## src/rtl/mem_copy_master.sv

```systemverilog
// Word-copy initiator on the core data interface. It runs one read and then one write per word,
// keeps only one transaction outstanding, and inserts a one-cycle gap after each accepted request.
// Bus packing: bus_m2s_o = {data_req, data_addr[31:0], data_we, data_be[3:0], data_wdata[31:0]},
//              bus_s2m_i = {data_gnt, data_rvalid, data_rdata[31:0]}.
module mem_copy_master #(
  parameter int LEN_W = 16
) (
  input  logic             clk_i,
  input  logic             rst_ni,
  input  logic             start_i,
  input  logic [31:0]      src_addr_i,
  input  logic [31:0]      dst_addr_i,
  input  logic [LEN_W-1:0] len_words_i,
  output logic             busy_o,
  output logic             done_o,
  output logic [LEN_W-1:0] words_done_o,
  output logic [69:0]      bus_m2s_o,
  input  logic [33:0]      bus_s2m_i,
  output logic [2:0]       dbg_state
);

  typedef enum logic [2:0] {
    IDLE    = 3'd0,
    RD_REQ  = 3'd1,
    RD_WAIT = 3'd2,
    RD_GAP  = 3'd3,
    WR_REQ  = 3'd4,
    WR_GAP  = 3'd5,
    DONE    = 3'd6
  } state_t;

  state_t           state, state_nxt;
  logic [31:0]      src_ptr, dst_ptr, rdata_q;
  logic [LEN_W-1:0] len_q, words_done_q;

  logic        data_gnt, data_rvalid;
  logic [31:0] data_rdata;
  logic        data_req, data_we;
  logic [3:0]  data_be;
  logic [31:0] data_addr;
  logic        unused_addr_lsbs;

  assign data_gnt         = bus_s2m_i[33];
  assign data_rvalid      = bus_s2m_i[32];
  assign data_rdata       = bus_s2m_i[31:0];
  assign unused_addr_lsbs = ^{src_addr_i[1:0], dst_addr_i[1:0]};

  always_ff @(posedge clk_i or negedge rst_ni) begin
    if (!rst_ni) begin
      state        <= IDLE;
      src_ptr      <= '0;
      dst_ptr      <= '0;
      len_q        <= '0;
      rdata_q      <= '0;
      words_done_q <= '0;
    end else begin
      state <= state_nxt;
      unique case (state)
        IDLE: begin
          if (start_i) begin
            words_done_q <= '0;
            if (len_words_i != '0) begin
              src_ptr <= {src_addr_i[31:2], 2'b00};
              dst_ptr <= {dst_addr_i[31:2], 2'b00};
              len_q   <= len_words_i;
            end
          end
        end
        RD_REQ:  if (data_gnt && data_rvalid) rdata_q <= data_rdata;
        RD_WAIT: if (data_rvalid) rdata_q <= data_rdata;
        WR_REQ: begin
          if (data_gnt) begin
            src_ptr      <= src_ptr + 32'd4;
            dst_ptr      <= dst_ptr + 32'd4;
            words_done_q <= words_done_q + LEN_W'(1);
          end
        end
        default: ;
      endcase
    end
  end

  // Gap states unconditionally move on, so a duplicate grant/rvalid from a
  // registered-grant responder lands where nothing listens.
  always_comb begin
    state_nxt = state;
    unique case (state)
      IDLE: begin
        if (start_i) state_nxt = (len_words_i != '0) ? RD_REQ : DONE;
      end
      RD_REQ: begin
        if (data_gnt) state_nxt = data_rvalid ? RD_GAP : RD_WAIT;
      end
      RD_WAIT: if (data_rvalid) state_nxt = RD_GAP;
      RD_GAP:  state_nxt = WR_REQ;
      WR_REQ:  if (data_gnt) state_nxt = WR_GAP;
      WR_GAP:  state_nxt = (words_done_q == len_q) ? DONE : RD_REQ;
      DONE:    state_nxt = IDLE;
      default: state_nxt = IDLE;
    endcase
  end

  // Bus outputs decode registered state and pointers only.
  always_comb begin
    data_req  = 1'b0;
    data_we   = 1'b0;
    data_be   = 4'b0000;
    data_addr = src_ptr;
    unique case (state)
      RD_REQ: begin
        data_req = 1'b1;
        data_be  = 4'b1111;
      end
      WR_REQ: begin
        data_req  = 1'b1;
        data_we   = 1'b1;
        data_be   = 4'b1111;
        data_addr = dst_ptr;
      end
      default: ;
    endcase
  end

  assign bus_m2s_o    = {data_req, data_addr, data_we, data_be, rdata_q};
  assign busy_o       = (state != IDLE);
  assign done_o       = (state == DONE);
  assign words_done_o = words_done_q;
  assign dbg_state    = state;

endmodule
```

## config.mk

```make
export PLATFORM = sky130hd
export DESIGN_NAME = mem_copy_master
export DESIGN_NICKNAME = d
export VERILOG_FILES = /design/src/rtl/mem_copy_master.sv
export SDC_FILE = /design/constraint.sdc
export NUM_CORES = 1
export LEC_CHECK = 0
export CAP_MARGIN = 20
export CORE_MARGIN = 2
export CORE_UTILIZATION = 33
export CTS_CLUSTER_DIAMETER = 200
export DETAILED_ROUTE_END_ITERATION = 10
export SLEW_MARGIN = 20
export SYNTH_ARGS = -nofsm -noshare
export SYNTH_HDL_FRONTEND = slang
export SYNTH_SLANG_ARGS = --single-unit
```

## constraint.sdc

```tcl
create_clock -name clk_i -period 4.17 [get_ports clk_i]
set_clock_uncertainty 0.1 [all_clocks]
set_input_delay 0.834 -clock clk_i [delete_from_list [all_inputs] [get_ports clk_i]]
set_output_delay 0.834 -clock clk_i [all_outputs]
set_load 0.03 [all_outputs]
```

==> results of run 1 <==
## kinds of logic (layout without fill, tap and decap cells)
logic type | count (synthesis) | after routing | synth area share (%)
AO/OA/AOI/OAI | 216 | 216 | 18.7
XOR/XNOR | 30 | 30 | 3.65
adder cells (fa/ha/maj) | 3 | 3 | 0.522
buffers and inverters | 76 | 260 | 4.84
flip-flops | 127 | 127 | 44.2
multiplexers | 52 | 52 | 8.07
other | 1 | 2 | 0.0521
AND/OR/NAND/NOR | 298 | 298 | 20.0
## layer usage
| layer | vias to the layer above | share of wire, % |
|---|---|---|
| li1 | 3271 | - |
| met1 | 3270 | 48 |
| met2 | 163 | 46 |
| met3 | 28 | 3.8 |
| met4 | 0 | 2.2 |
| met5 | - | 0 |
## per-stage QoR
stage                     power, mW  cells  hold slack (ns)  util [%]
after CTS                      7.60   1268            0.361      46.2
after global placement         6.10   1236            0.389      43.7
after floorplan                4.71    804            0.378         -
after detailed placement       6.15   1236            0.395      43.7
final                          7.55   1268            0.327      46.3
after global routing           8.02   1268            0.367      46.3
## registers in the layout (all words and copies together), names as in the netlist
register,flops
dst_ptr,30
words_done_o,16
dbg_state,3
len_q,16
src_ptr,30
rdata_q,32
## cell usage after synthesis, drive strengths merged (13+ instances only)
cell       n  area share [%]
xnor2     13             1.6
a21oi     77             5.4
clkbuf    29             1.5
o21ai     47             3.3
a2bb2oi   22             2.8
dfrtp    127              44
buf       34             2.6
nor4      14             1.3
mux2      48             7.5
nand4     22             2.0
xor2      17             2.1
nand3     35             2.4
inv       13            0.68
nand2    123             6.4
and3      13             1.1
o22ai     29             2.5
nor3      13            0.90
nor2      48             2.5
## worst max-delay path, cell delays in order (launching register included)
cell             delay (ns)
dfrtp_1                0.51
nor2_1                 0.37
nand2_2                0.16
inv_4                  0.27
buf_12                 0.28
nand2_1                0.09
o21ai_0                0.11
clkdlybuf4s50_1        0.71
## where the power goes
group	total, mW	switching (mW)	internal, mW
Sequential	2.35	0.574	1.78
Combinational	3.78	2.12	1.65
Clock	1.42	0.637	0.781
## final cells by class
type,instances,area [µm²]
inverters,13,51.3
fillers,2144,11600
multi-input cells,601,3700
flip-flops and latches,127,3180
clock buffers,18,429
clock inverters,14,123
repair buffers,215,2170
well taps,280,350
## worst paths after layout
check                                          from                     endpoint  slack (ns)  cells after the start
setup / recovery           dbg_state[0]$_DFFE_PN0P_                bus_m2s_o[54]        0.27                      7
hold / removal                               rst_ni      dst_ptr[18]$_DFFE_PN0P_        0.33                      1
setup reg to reg           dbg_state[0]$_DFFE_PN0P_      src_ptr[22]$_DFFE_PN0P_        1.54                      8
hold reg to reg             rdata_q[26]$_DFFE_PN0P_      rdata_q[26]$_DFFE_PN0P_        0.41                      1
max in group asynchronous                    rst_ni  words_done_o[0]$_DFFE_PN0P_        2.82                      2
min in group clk_i          rdata_q[26]$_DFFE_PN0P_      rdata_q[26]$_DFFE_PN0P_        0.41                      1
==> results.py, run 1 <==
metrics = {
    "layout": {
        "layout_common_cells": "clkdlybuf4s50_1, dfrtp_1, nand2_1",
        "final_common_cell": "clkdlybuf4s50_1",
        "nets": 1095,
        "drive_above_1_share_pct": 11.3,
        "final_area_mm2": 0.0100,
        "n_antenna_cell": 0,
        "area_delta_synth_final_pct": 39.1,
    },
    "global_routing": {
        "antenna_found_initial": 0,
        "met3_usage_pct": 3.47,
        "grtUsageMet2_pct": 31.1,
        "grt_pass1_wl_um": 35900,
        "grt_max_degree": 70,
        "grt_overflow": 0,
        "grt-busiest-layer": "met2",
        "grt_use_total_pct": 20.2,
        "grt_pass1_vias": 6365,
        "gr-usage-met1_pct": 29.0,
    },
    "critical_path": {
        "crit_arrival_ns": 2.96,
        "required_ns": 3.24,
        "cp_max_fo": 56,
        "critPathKind": "reg -> out",
        "end_kind": "output port",
        "critPathLaunchType": "register",
    },
    "sta": {
        "setup_viol": 0,
        "fmax_mhz": 257,
        "final.setup.worst_slack_ns": 0.272,
        "fin_crit_sh_pct": 93.5,
        "worst_slew_pin_slew_ns": 0.925,
        "hold_violations": 0,
        "rsz0062_at_grt": "no",
        "tns_ns": 0,
        "period_minus_slack_ns": 3.90,
        "slew_headroom_pct": 37.8,
        "finalMaxSlewViolations": 0,
    },
    "logic_synthesis": {
        "ys.flop_type": "dfrtp_1",
        "synth_cell_types": 62,
        "synth_seq_cells": 127,
        "synthArstFlopShare_pct": 100,
        "yosysWarnings": 0,
        "synth_cells": 803,
        "syn_area_mm2": 0.00719,
        "synth_seq_area_share_pct": 44.2,
        "synth_edf_count": 0,
        "syn_avg_cell_area_um2": 8.96,
    },
    "route": {
        "ant_nets": 0,
        "routed_wl_um": 23100,
        "drtIter0Drc": 492,
        "drc": 0,
        "vias_per_cell": 5.31,
        "vias": 6732,
        "wl_per_cell_um": 18.2,
        "firstDrtPassIters": 5,
    },
    "floorplan": {
        "die_area_mm2": 0.0230,
        "io_pins": 208,
        "die_h_um": 152,
        "die_w_um": 152,
        "rows": 54,
        "start_util_pct": 33.3,
        "core_mm2": 0.0216,
    },
    "pwr": {
        "p_leak_nw": 3.96,
        "powerDensity_mw_per_mm2": 755,
        "peakVddDrop_v": 0.000309,
    },
    "min_path": {
        "hold_class": "in -> async",
    },
    "placed_design": {
        "routabilityCongestion": 0.808,
        "portBuffers": 201,
        "placed_area_mm2": 0.00944,
        "post-place-ws_ns": 0.718,
        "hpwl_um": 16500,
    },
    "clock_network": {
        "clock-sinks": 127,
        "cts-root-buf": "clkbuf_16",
        "clkLatencyLatePin_ns": 0.42,
        "cts_setup_buffers": 0,
        "clockBufferDepth": 2,
        "numCtsBuffers": 17,
        "cts_htree_levels": 4,
        "hold_buffers": 0,
        "cts_tree": "yes",
        "cts_resized": 0,
        "clk_pin_slew_ns": 0.06,
    },
    "status": {
        "status": "completed",
    },
    "job": {
        "maxCapViolations": 0,
    },
}
Note: power is estimated with default switching activity, not from simulation.
==> inputs of run 2 (changes only) <==
Settings changed: REMOVE_ABC_BUFFERS set to 1.
==> run 2 against run 1 <==
Compared with the run above:
- non-clock buffer count increased by 2
- highest routed layer unchanged
- global-route usage fell by 1.2 points
- via count is 0.74% higher
- clock power is 11% higher
- setup slack better by 0.040 ns
- utilization increased by 0.38 points
- total power grew 1.3%
- combinational power is 1% lower
==> results.py, run 2 (same netlist as run 1, synthesis figures left out) <==
metrics = {
    "global_routing": {
        "grt_max_degree": 70,
        "grt_use_total_pct": 19.0,
        "grt_pass1_wl_um": 34200,
        "grt_pass1_vias": 6357,
        "grt_overflow": 0,
        "antenna_found_initial": 0,
    },
    "sta": {
        "worst_slew_pin_slew_ns": 1.00,
        "slew_headroom_pct": 32.7,
        "final.setup.worst_slack_ns": 0.312,
        "finalMaxSlewViolations": 0,
        "fmax_mhz": 259,
        "fin_crit_sh_pct": 92.5,
        "hold_violations": 0,
        "tns_ns": 0,
        "setup_viol": 0,
        "rsz0062_at_grt": "no",
        "period_minus_slack_ns": 3.86,
    },
    "route": {
        "drc": 0,
        "vias": 6782,
        "wl_per_cell_um": 17.1,
        "drtIter0Drc": 509,
        "firstDrtPassIters": 5,
        "routed_wl_um": 21700,
        "ant_nets": 0,
        "vias_per_cell": 5.34,
    },
    "critical_path": {
        "critPathKind": "reg -> out",
        "end_kind": "output port",
        "required_ns": 3.24,
        "critPathMaxStageDelay_ns": 0.71,
        "crit_chain": "nor2_1, nand2_2, inv_4, buf_4, nand2_1, o21ai_0, clkdlybuf4s50_1",
        "crit_arrival_ns": 2.92,
        "crit_slowest_cell": "clkdlybuf4s50_1",
        "crit_buf_inv": 3,
        "crit_family": "buffers and inverters",
        "critPathLaunchType": "register",
        "cp_max_fo": 26,
    },
    "placed_design": {
        "hpwl_um": 15500,
        "post-place-ws_ns": 0.807,
        "portBuffers": 201,
        "placed_area_mm2": 0.00946,
        "routabilityCongestion": 0.821,
    },
    "layout": {
        "final_area_mm2": 0.0101,
        "area_delta_synth_final_pct": 40.2,
        "largest_reg_flops": 32,
        "layout_common_cells": "clkdlybuf4s50_1, dfrtp_1, nand2_1",
        "final_common_cell": "clkdlybuf4s50_1",
        "drive_above_1_share_pct": 12.1,
        "n_antenna_cell": 0,
        "max_flop_register": "rdata_q",
        "reg_top3": "rdata_q x32, dst_ptr x30, src_ptr x30",
        "nets": 1097,
    },
    "clock_network": {
        "numCtsBuffers": 17,
        "clkLatencyLatePin_ns": 0.42,
        "clockBufferDepth": 2,
        "cts_tree": "yes",
        "cts_setup_buffers": 0,
        "hold_buffers": 0,
        "clock-sinks": 127,
        "clk_pin_slew_ns": 0.06,
        "cts_htree_levels": 4,
        "cts-root-buf": "clkbuf_16",
        "cts_resized": 0,
    },
    "floorplan": {
        "die_h_um": 152,
        "rows": 54,
        "die_area_mm2": 0.0230,
        "start_util_pct": 33.3,
        "die_w_um": 152,
        "core_mm2": 0.0216,
        "io_pins": 208,
    },
    "pwr": {
        "power_frac_seq_pct": 30.3,
        "peakVddDrop_v": 0.000338,
        "pwr-share-comb_pct": 49.0,
        "p_leak_nw": 4.02,
        "power_switching_mw": 3.26,
        "p_clk_share_pct": 20.7,
        "p_int_mw": 4.39,
        "switching_share_pct": 42.6,
        "powerDensity_mw_per_mm2": 759,
    },
    "status": {
        "status": "completed",
    },
    "job": {
        "maxCapViolations": 0,
    },
    "min_path": {
        "hold_class": "in -> async",
    },
}
run 2: area by class of cell:
type	count	area (µm²)
fillers	2070	11500
multi-input cells	601	3700
flip-flops and latches	127	3180
repair buffers	217	2180
clock buffers	17	425
well taps	280	350
clock inverters	15	198
inverters	13	51.3
run 2: worst paths after layout:
check / startpoint / endpoint / slack [ns] / depth (start not counted)
max: dbg_state[0]$_DFFE_PN0P_ / bus_m2s_o[42] / 0.31 / 7
min: rst_ni / src_ptr[31]$_DFFE_PN0P_ / 0.35 / 1
max reg2reg: dbg_state[0]$_DFFE_PN0P_ / len_q[14]$_DFFE_PN0P_ / 1.63 / 4
min reg2reg: rdata_q[22]$_DFFE_PN0P_ / rdata_q[22]$_DFFE_PN0P_ / 0.40 / 1
max in group asynchronous: rst_ni / words_done_o[1]$_DFFE_PN0P_ / 2.87 / 2
min in group clk_i: rdata_q[22]$_DFFE_PN0P_ / rdata_q[22]$_DFFE_PN0P_ / 0.40 / 1
run 2: power by group through the flow:
| stage | clock, mW | sequential (mW) | combinational (mW) |
|---|---|---|---|
| floorplan | 0 | 2.56 | 2.02 |
| global placement | 0 | 2.31 | 3.73 |
| detailed placement | 0 | 2.33 | 3.76 |
| CTS | 1.61 | 2.32 | 3.78 |
| global route | 1.68 | 2.41 | 4.04 |
| finish | 1.58 | 2.32 | 3.74 |
run 2: metal layers:
layer	track usage, %	wire (µm)
met1	26.5	9910
met4	5.56	342
met5	0	0
met2	30.3	10400
met3	3.32	1070
run 2: through the flow:
step | power (mW) | hold WS, ns | instances | utilization (%)
floorplan | 4.59 | 0.378 | 741 | -
global placement | 6.04 | 0.388 | 1238 | 43.8
detailed placement | 6.09 | 0.395 | 1238 | 43.8
CTS | 7.71 | 0.384 | 1270 | 46.6
global route | 8.14 | 0.406 | 1270 | 46.6
finish | 7.65 | 0.351 | 1270 | 46.6
==> inputs of run 3 (changes only) <==
Clock period 4.17 ns to 4.09 ns, I/O delays scaled along.
==> run 3 against run 2 <==
Compared with the run above:
- die area did not move
- utilization fell by 0.50 points
- first-iteration DRC count fell by 12%
- wire length fell by 0.43%
- non-clock buffer count fell by 1
- global-route usage rose by 0.33 points
- critical path depth fell by 1
- hold slack got worse by 0.11 ns
- clock power fell by 7%
- critical endpoint unchanged
- largest cell class unchanged
- largest power group unchanged
==> results.py, run 3 (same netlist as run 1, synthesis figures left out) <==
metrics = {
    "pwr": {
        "peakVddDrop_v": 0.000294,
        "p_int_mw": 4.27,
        "p_leak_nw": 3.99,
        "switching_share_pct": 43.9,
        "power_frac_seq_pct": 31.0,
        "power_switching_mw": 3.34,
        "pwr-share-comb_pct": 49.7,
        "powerDensity_mw_per_mm2": 762,
        "p_clk_share_pct": 19.3,
    },
    "status": {
        "status": "completed",
    },
    "sta": {
        "worst_slew_pin_slew_ns": 0.915,
        "tns_ns": 0,
        "rsz0062_at_grt": "no",
        "setup_viol": 0,
        "finalMaxSlewViolations": 0,
        "period_minus_slack_ns": 3.77,
        "holdWs_ns": 0.239,
        "fmax_mhz": 265,
        "hold_violations": 0,
        "slew_headroom_pct": 38.5,
        "fin_crit_sh_pct": 92.2,
    },
    "placed_design": {
        "placed_area_mm2": 0.00941,
        "hpwl_um": 15400,
        "placedCellCount": 1237,
        "portBuffers": 201,
        "routabilityCongestion": 0.818,
    },
    "clock_network": {
        "cts_htree_levels": 4,
        "cts_setup_buffers": 0,
        "numCtsBuffers": 17,
        "clockBufferDepth": 2,
        "cts_resized": 0,
        "clkLatencyLatePin_ns": 0.42,
        "hold_buffers": 0,
        "clock-sinks": 127,
        "cts-root-buf": "clkbuf_16",
        "cts_tree": "yes",
        "clk_pin_slew_ns": 0.06,
    },
    "layout": {
        "max_flop_register": "rdata_q",
        "fin_cells": 1269,
        "area_delta_synth_final_pct": 38.7,
        "layout_common_cells": "clkdlybuf4s50_1, dfrtp_1, nand2_1",
        "nets": 1096,
        "finish.utilization_pct": 46.1,
        "final_area_mm2": 0.00997,
        "drive_above_1_share_pct": 13.1,
        "largest_reg_flops": 32,
        "final_common_cell": "clkdlybuf4s50_1",
        "reg_top3": "rdata_q x32, dst_ptr x30, src_ptr x30",
        "n_antenna_cell": 0,
    },
    "critical_path": {
        "critPathKind": "reg -> out",
        "critPathLaunchType": "register",
        "cp_max_fo": 48,
        "ff2ff_path_depth": 8,
        "end_kind": "output port",
        "crit_arrival_ns": 2.85,
        "required_ns": 3.17,
    },
    "route": {
        "routed_wl_um": 21700,
        "firstDrtPassIters": 5,
        "drc": 0,
        "vias": 6754,
        "drtIter0Drc": 446,
        "vias_per_cell": 5.32,
        "wl_per_cell_um": 17.1,
        "ant_nets": 0,
    },
    "floorplan": {
        "io_pins": 208,
        "die_h_um": 152,
        "core_mm2": 0.0216,
        "die_w_um": 152,
        "die_area_mm2": 0.0230,
        "rows": 54,
        "start_util_pct": 33.3,
    },
    "global_routing": {
        "antenna_found_initial": 0,
        "grt_pass1_wl_um": 34800,
        "grt_max_degree": 71,
        "grt_use_total_pct": 19.3,
        "grt_pass1_vias": 6583,
        "grt_overflow": 0,
    },
    "min_path": {
        "hold_class": "in -> async",
    },
    "job": {
        "maxCapViolations": 0,
    },
}
-- run 3: cell types whose count changed in the layout (fill, tap and decap cells not counted), sizes merged --
cell,delta
clkinvlp,+1
inv,+3
clkdlybuf4s50,-11
buf,+10
clkinv,-1
bufinv,-3
-- run 3: worst paths after layout --
kind / from / endpoint / slack (ns)
max: dbg_state[1]$_DFFE_PN0P_ / bus_m2s_o[42] / 0.32
min: rst_ni / src_ptr[31]$_DFFE_PN0P_ / 0.24
max reg2reg: dbg_state[1]$_DFFE_PN0P_ / dst_ptr[27]$_DFFE_PN0P_ / 1.13
min reg2reg: rdata_q[24]$_DFFE_PN0P_ / rdata_q[24]$_DFFE_PN0P_ / 0.40
max in group asynchronous: rst_ni / dst_ptr[14]$_DFFE_PN0P_ / 2.84
min in group clk_i: rdata_q[24]$_DFFE_PN0P_ / rdata_q[24]$_DFFE_PN0P_ / 0.40
-- run 3: worst max-delay path, stage by stage (launching register included) --
cell and delay [ns]:
dfrtp_1 0.51, nor2_1 0.39, nand2_2 0.16, inv_4 0.41, nand2_1 0.12, o21ai_0 0.12, clkdlybuf4s50_1 0.71
-- run 3: area by class of cell --
type	instances	area (µm²)
timing repair buffer	216	2130
fill	2118	11600
inverter	13	51.3
multi-input combinational	601	3700
clock buffer	17	425
sequential	127	3180
tap	280	350
clock inverter	15	139
-- run 3: layer usage --
metal	global-route usage, %	vias up	share of wire, %
li1	-	3271	-
met1	26.6	3262	47
met2	31.2	193	47
met3	2.96	28	4.1
met4	6.44	0	2.1
met5	0	-	0
-- run 3: power by group through the flow --
stage	clock network, mW	registers (mW)	logic, mW
3_5_place_dp	0	2.37	3.79
2_1_floorplan	0	2.61	2.06
4_1_cts	1.51	2.35	3.81
3_3_place_gp	0	2.35	3.78
6_report	1.47	2.36	3.78
5_1_grt	1.56	2.46	4.09
-- run 3: through the flow --
step                power (mW)  worst slack [ns]
global route              8.10            0.0140
floorplan                 4.68             -2.12
detailed placement        6.16             0.755
CTS                       7.67             0.306
finish                    7.61             0.319
global placement          6.12             0.774
